[config.mk]
export PLATFORM = sky130hd
export DESIGN_NAME = fifo_wr_arbiter
export DESIGN_NICKNAME = d
export VERILOG_FILES = /design/src/rtl/fifo_arb_pkg.sv /design/src/rtl/fifo_wr_arbiter_rr_pick.sv /design/src/rtl/fifo_wr_arbiter.sv
export SDC_FILE = /design/constraint.sdc
export NUM_CORES = 1
export LEC_CHECK = 0
export ABC_CLOCK_PERIOD_IN_PS = 3200
export CAP_MARGIN = 0
export CORE_UTILIZATION = 34
export CTS_CLUSTER_DIAMETER = 150
export DETAILED_ROUTE_END_ITERATION = 7
export HOLD_SLACK_MARGIN = 0.15
export PLACE_DENSITY = 0.78
export SLEW_MARGIN = 0
export SYNTH_ARGS = -nofsm -noshare
export SYNTH_HDL_FRONTEND = slang
export SYNTH_SLANG_ARGS = --single-unit
[constraint.sdc]
create_clock -name clk -period 3.2 [get_ports clk]
set_input_delay 0.64 -clock clk [delete_from_list [all_inputs] [get_ports clk]]
set_output_delay 0.64 -clock clk [all_outputs]
set_load 0.01 [all_outputs]
[src/rtl/fifo_arb_pkg.sv]
// fifo_arb_pkg: shared types and constants for the FIFO write arbiter.
//   arb_state_e : arbiter FSM state (IDLE / GRANT / TURN), 2-bit encoding
//   BEAT_W      : width of the per-grant beat counter
//   STAT_W      : width of each optional per-requester write-beat statistic
package fifo_arb_pkg;

  typedef enum logic [1:0] {
    IDLE  = 2'd0,
    GRANT = 2'd1,
    TURN  = 2'd2
  } arb_state_e;

  localparam int BEAT_W = 8;
  localparam int STAT_W = 16;

endpackage

[src/rtl/fifo_wr_arbiter_rr_pick.sv]
// rr_pick: combinational round-robin picker.
//   req   : request vector
//   last  : index of the previous grantee; the search starts at last+1
//   valid : at least one request is set
//   idx   : first set request at or after last+1, wrapping around
module rr_pick #(
  parameter int NREQ = 4,
  parameter int IW   = $clog2(NREQ)
) (
  input  logic [NREQ-1:0] req,
  input  logic [IW-1:0]   last,
  output logic            valid,
  output logic [IW-1:0]   idx
);

  logic [IW-1:0] cand;

  // Walk the offsets from farthest to nearest so the nearest set request
  // (smallest offset after last) is the one left standing.
  always_comb begin
    valid = 1'b0;
    idx   = last;
    cand  = '0;
    for (int k = NREQ; k >= 1; k--) begin
      cand = IW'((int'(last) + k) % NREQ);
      if (req[cand]) begin
        valid = 1'b1;
        idx   = cand;
      end
    end
  end

endmodule

[src/rtl/fifo_wr_arbiter.sv]
// fifo_wr_arbiter: round-robin arbiter feeding NREQ write requesters into
// one FIFO write port, with bursts of up to BURST_MAX beats per grant.
//   clk, rst     : clock (rising edge), asynchronous active-low reset
//   req          : per-requester request, held while its data is valid
//   req_data     : requester i data at [i*DW +: DW]
//   gnt          : registered one-hot grant (zero when nobody is granted)
//   ack          : one-hot, beat written this cycle; requester advances on it
//   fifo_full    : FIFO full flag, stalls the current burst
//   fifo_wr      : FIFO write strobe
//   fifo_data    : FIFO data_in, holds its last value outside a grant
//   owner        : registered index of the current or last grantee
//   busy         : high while a grant is active
//   beat_cnt     : per-requester saturating write-beat counters, present
//                  only when FIFO_ARB_STATS_EN is defined
module fifo_wr_arbiter
  import fifo_arb_pkg::*;
#(
  parameter int NREQ      = 4,
  parameter int DW        = 32,
  parameter int BURST_MAX = 8,
  localparam int IW       = $clog2(NREQ)
) (
  input  logic                   clk,
  input  logic                   rst,
  input  logic [NREQ-1:0]        req,
  input  logic [NREQ*DW-1:0]     req_data,
  output logic [NREQ-1:0]        gnt,
  output logic [NREQ-1:0]        ack,
  input  logic                   fifo_full,
  output logic                   fifo_wr,
  output logic [DW-1:0]          fifo_data,
  output logic [IW-1:0]          owner,
`ifdef FIFO_ARB_STATS_EN
  output logic [NREQ*STAT_W-1:0] beat_cnt,
`endif
  output logic                   busy
);

  logic [NREQ-1:0][DW-1:0] lane_data;
  arb_state_e              state, state_nxt;
  logic [BEAT_W-1:0]       beat;
  logic [DW-1:0]           data_q;
  logic                    pick_vld;
  logic [IW-1:0]           pick_idx;
  logic                    own_req, last_beat, exit_grant;

  assign lane_data = req_data;

  rr_pick #(.NREQ(NREQ)) u_pick (
    .req   (req),
    .last  (owner),
    .valid (pick_vld),
    .idx   (pick_idx)
  );

  assign busy       = (state == GRANT);
  assign own_req    = req[owner];
  assign fifo_wr    = busy && own_req && !fifo_full;
  assign last_beat  = (beat == BEAT_W'(BURST_MAX - 1));
  // A dropped request ends the burst even while the FIFO is full.
  assign exit_grant = !own_req || (fifo_wr && last_beat);
  assign fifo_data  = busy ? lane_data[owner] : data_q;

  always_comb begin
    ack = '0;
    if (fifo_wr) ack[owner] = 1'b1;
  end

  always_comb begin
    state_nxt = state;
    case (state)
      IDLE:    if (pick_vld)   state_nxt = GRANT;
      GRANT:   if (exit_grant) state_nxt = TURN;
      TURN:                    state_nxt = IDLE;
      default:                 state_nxt = IDLE;
    endcase
  end

  always_ff @(posedge clk or negedge rst) begin
    if (!rst) state <= IDLE;
    else      state <= state_nxt;
  end

  // owner resets to NREQ-1 so the first search starts at requester 0.
  always_ff @(posedge clk or negedge rst) begin
    if (!rst) begin
      gnt    <= '0;
      owner  <= IW'(NREQ - 1);
      beat   <= '0;
      data_q <= '0;
    end else begin
      case (state)
        IDLE: if (pick_vld) begin
          owner <= pick_idx;
          gnt   <= NREQ'(1) << pick_idx;
          beat  <= '0;
        end
        GRANT: begin
          data_q <= lane_data[owner];
          if (exit_grant)   gnt  <= '0;
          else if (fifo_wr) beat <= beat + 1'b1;
        end
        default: ;
      endcase
    end
  end

`ifdef FIFO_ARB_STATS_EN
  for (genvar i = 0; i < NREQ; i++) begin : g_stat
    logic [STAT_W-1:0] cnt;
    always_ff @(posedge clk or negedge rst) begin
      if (!rst)                     cnt <= '0;
      else if (ack[i] && cnt != '1) cnt <= cnt + 1'b1;
    end
    assign beat_cnt[i*STAT_W +: STAT_W] = cnt;
  end
`endif

endmodule

==> run metrics <==
CP Depth 5; largest delay contributor family on the critical path buffers and inverters; CP startpoint req[0]; Hold Path Class input pin to async pin; Worst Reg-to-Reg Cells 8; Tmin final 3090 ps; Leakage 1.99 nW; clock buffer depth 2; Syn Nets 352; top cell type's share of synthesized area 0.381; Peak VDD IR roughly 0.43 mV; gpl congestion 0.777; clk sinks 48; reg-to-reg startpoint owner[1]; buffers added on ports 178; vias per std cell 5.17; Final Skew 6.36 ps; simple-gate share of the synthesized area 0.0878; # placed instances roughly 500; xor/xnor share of the synthesized area 0.00580; Yosys reg bits 48; CTS H-tree lvls 2; Async SR Flop Fraction 1.00; final period utilization 0.967; endpoint type of the worst setup path output pin; crit start category input pin; Crit path top cell by count clkdlybuf4s50_1; fin nets 539; Total GRT Usage 0.185; non-filler cells, final between 500 and 600; pin count of the biggest net entering global routing 32; Final setup viols 0; CP Data Required Time approximately 2600 ps; Post-Syn Area 3020 um2; Cell variety after synth 47; antenna diode count 0; Slew headroom 0.387; most frequent cells in the layout clkdlybuf4s50_1, dfrtp_1, mux4_2; ANT nets after route 0; Pwr Density 862 nW/um2; initial antenna violation count 0; Cell Rows 34; unrepaired setup endpoints after global routing no; Worst Tran Pin Value between 900 and 1000 ps; CP max stage cell mux4_2; Worst Path Max Fanout 5; grt ovf 0; Vias 2627; Mean Syn Cell Area 14.3 um2; Worst-path clk slew 90 ps; CP Data Arrival Time 2450 ps; crit-path cells clkdlybuf4s50_1 > mux4_2 > and3_4 > and2_1 > clkdlybuf4s50_1; chip height between 90 and 100 um; vias in the first global route between 2000 and 3000; CTS tree done; DR iter-0 viols 78; post-synthesis mux area share 0.381; EDFF count, synth 0; DRC viols 0; sequential cell area fraction in the yosys report 0.398; Final Hold Viols 0; final-layout fill cell count 757; initial core utilization 0.348; synth top area cells dfrtp_1, mux4_2, mux2_2, ha_1, dfstp_2; Core Box Area 8680 um2; Synth Area in Adders 0.0207; Post-Syn Instances between 200 and 250; largest family of logic cells by synthesized area multiplexers; CTS root buffer clkbuf_8; status finished clean; biggest area consumer among synthesized cells dfrtp_1; Warnings, synthesis 0; Clk Latency, worst-skew pair 300 ps; layout cell share with drive strength beyond 1 0.255; routed wire length 8630 um; first-pass iteration count of the detailed router 4; commonest non-fill, non-tap cell in the layout clkdlybuf4s50_1; CP bufs+invs 2; die width slightly below 100 um; # IOs 179; setup TNS 0 ps; FMAX 0.323 GHz; max-slew violations 0; Critical Path Max Stage Delay 520 ps; Compound-Gate Fraction of Synth Area 0.0799; worst setup path class input pin to output pin; synthesis-to-finish area growth 68.9%; global-route wire length before repair 13000 um; Detailed Place HPWL between 6000 and 7000 um; Synth Flop Type dfrtp_1; TritonCTS Buffers 5; max-cap viol count 0; total die area 9270 um2; routed len/inst around 17 um
## cells in the mapped netlist, types with 2 or more instances
cell type	count
a22o_1	2
buf_1	3
dfstp_2	2
and3_1	2
a41o_1	2
o31ai_1	2
nor2b_1	2
and2_1	6
mux4_2	34
nor3_1	4
nand2b_1	2
xnor2_1	2
dfrtp_1	46
a21oi_1	4
nand3_1	3
ha_1	5
inv_1	5
or3_4	2
buf_2	6
nor2_1	7
mux2_2	32
nand2_1	6
o21ai_0	8
clkbuf_1	2
## metrics by stage
step	worst slack (ps)	total power, mW	instance area, um2	util	hold slack, ps
global placement	42.3	3.98	4980	0.574	479
finish	107	4.40	5100	0.588	260
floorplan	668	2.73	3020	-	344
global route	22.8	4.71	5100	0.588	290
CTS	7.81	4.43	5070	0.584	275
detailed placement	20.9	4.04	4980	0.574	486
## flip-flops by register name, indices dropped and copies added (netlist names)
register and flops:
data_q 32, beat 8, gnt 4, owner 2, state 2
## power breakdown
group          internal (mW)  switching [mW]  total, mW
combinational           1.78            1.24       3.03
sequential             0.889           0.112       1.00
clock                  0.157           0.214      0.371
total                   2.83            1.57       4.40
## cells by family (layout without fill, tap and decap cells)
family / after synthesis / count (layout)
DFF: 48 / 48
and+or+nand+nor: 44 / 44
buffers and inverters: 17 / 205
AOI/OAI and AO/OA: 29 / 29
muxes: 67 / 67
xor gates and xnor gates: 2 / 2
adders and majority gates: 5 / 5
## timing repair
action	CTS	global route
buffers inserted	0	3
endpoints found under the setup margin	2	15
gates resized for setup	1	3
hold buffers	0	0
hold endpoints to repair	0	0
cloned	0	0
## metal layers
| metal | wire [um] | track usage | part of all wire |
|---|---|---|---|
| met3 | 575 | 0.0458 | 0.067 |
| met5 | 0 | 0 | 0 |
| met2 | 4630 | 0.330 | 0.54 |
| met1 | 3360 | 0.226 | 0.39 |
| met4 | 71 | 0.0373 | 0.0082 |
## worst paths after layout
kind | slack, ps | endpoint
worst min register to register | 500 | data_q[26]
max in group asynchronous | 2150 | owner[1]
worst min-delay path | 260 | data_q[24]
min in group clk | 500 | data_q[26]
worst max-delay path | 110 | ack[2]
worst max register to register | 550 | gnt[0]
## area by class of cell
type,count,area (um2),area share
inverter,5,18.8,0.00368
clock buffer,7,76.3,0.0150
multi-input combinational,147,1750,0.342
timing repair buffer,192,1910,0.374
clock inverter,1,8.76,0.00172
tap,108,135,0.0265
sequential,48,1210,0.237
Note: power is estimated with default switching activity, not from simulation.
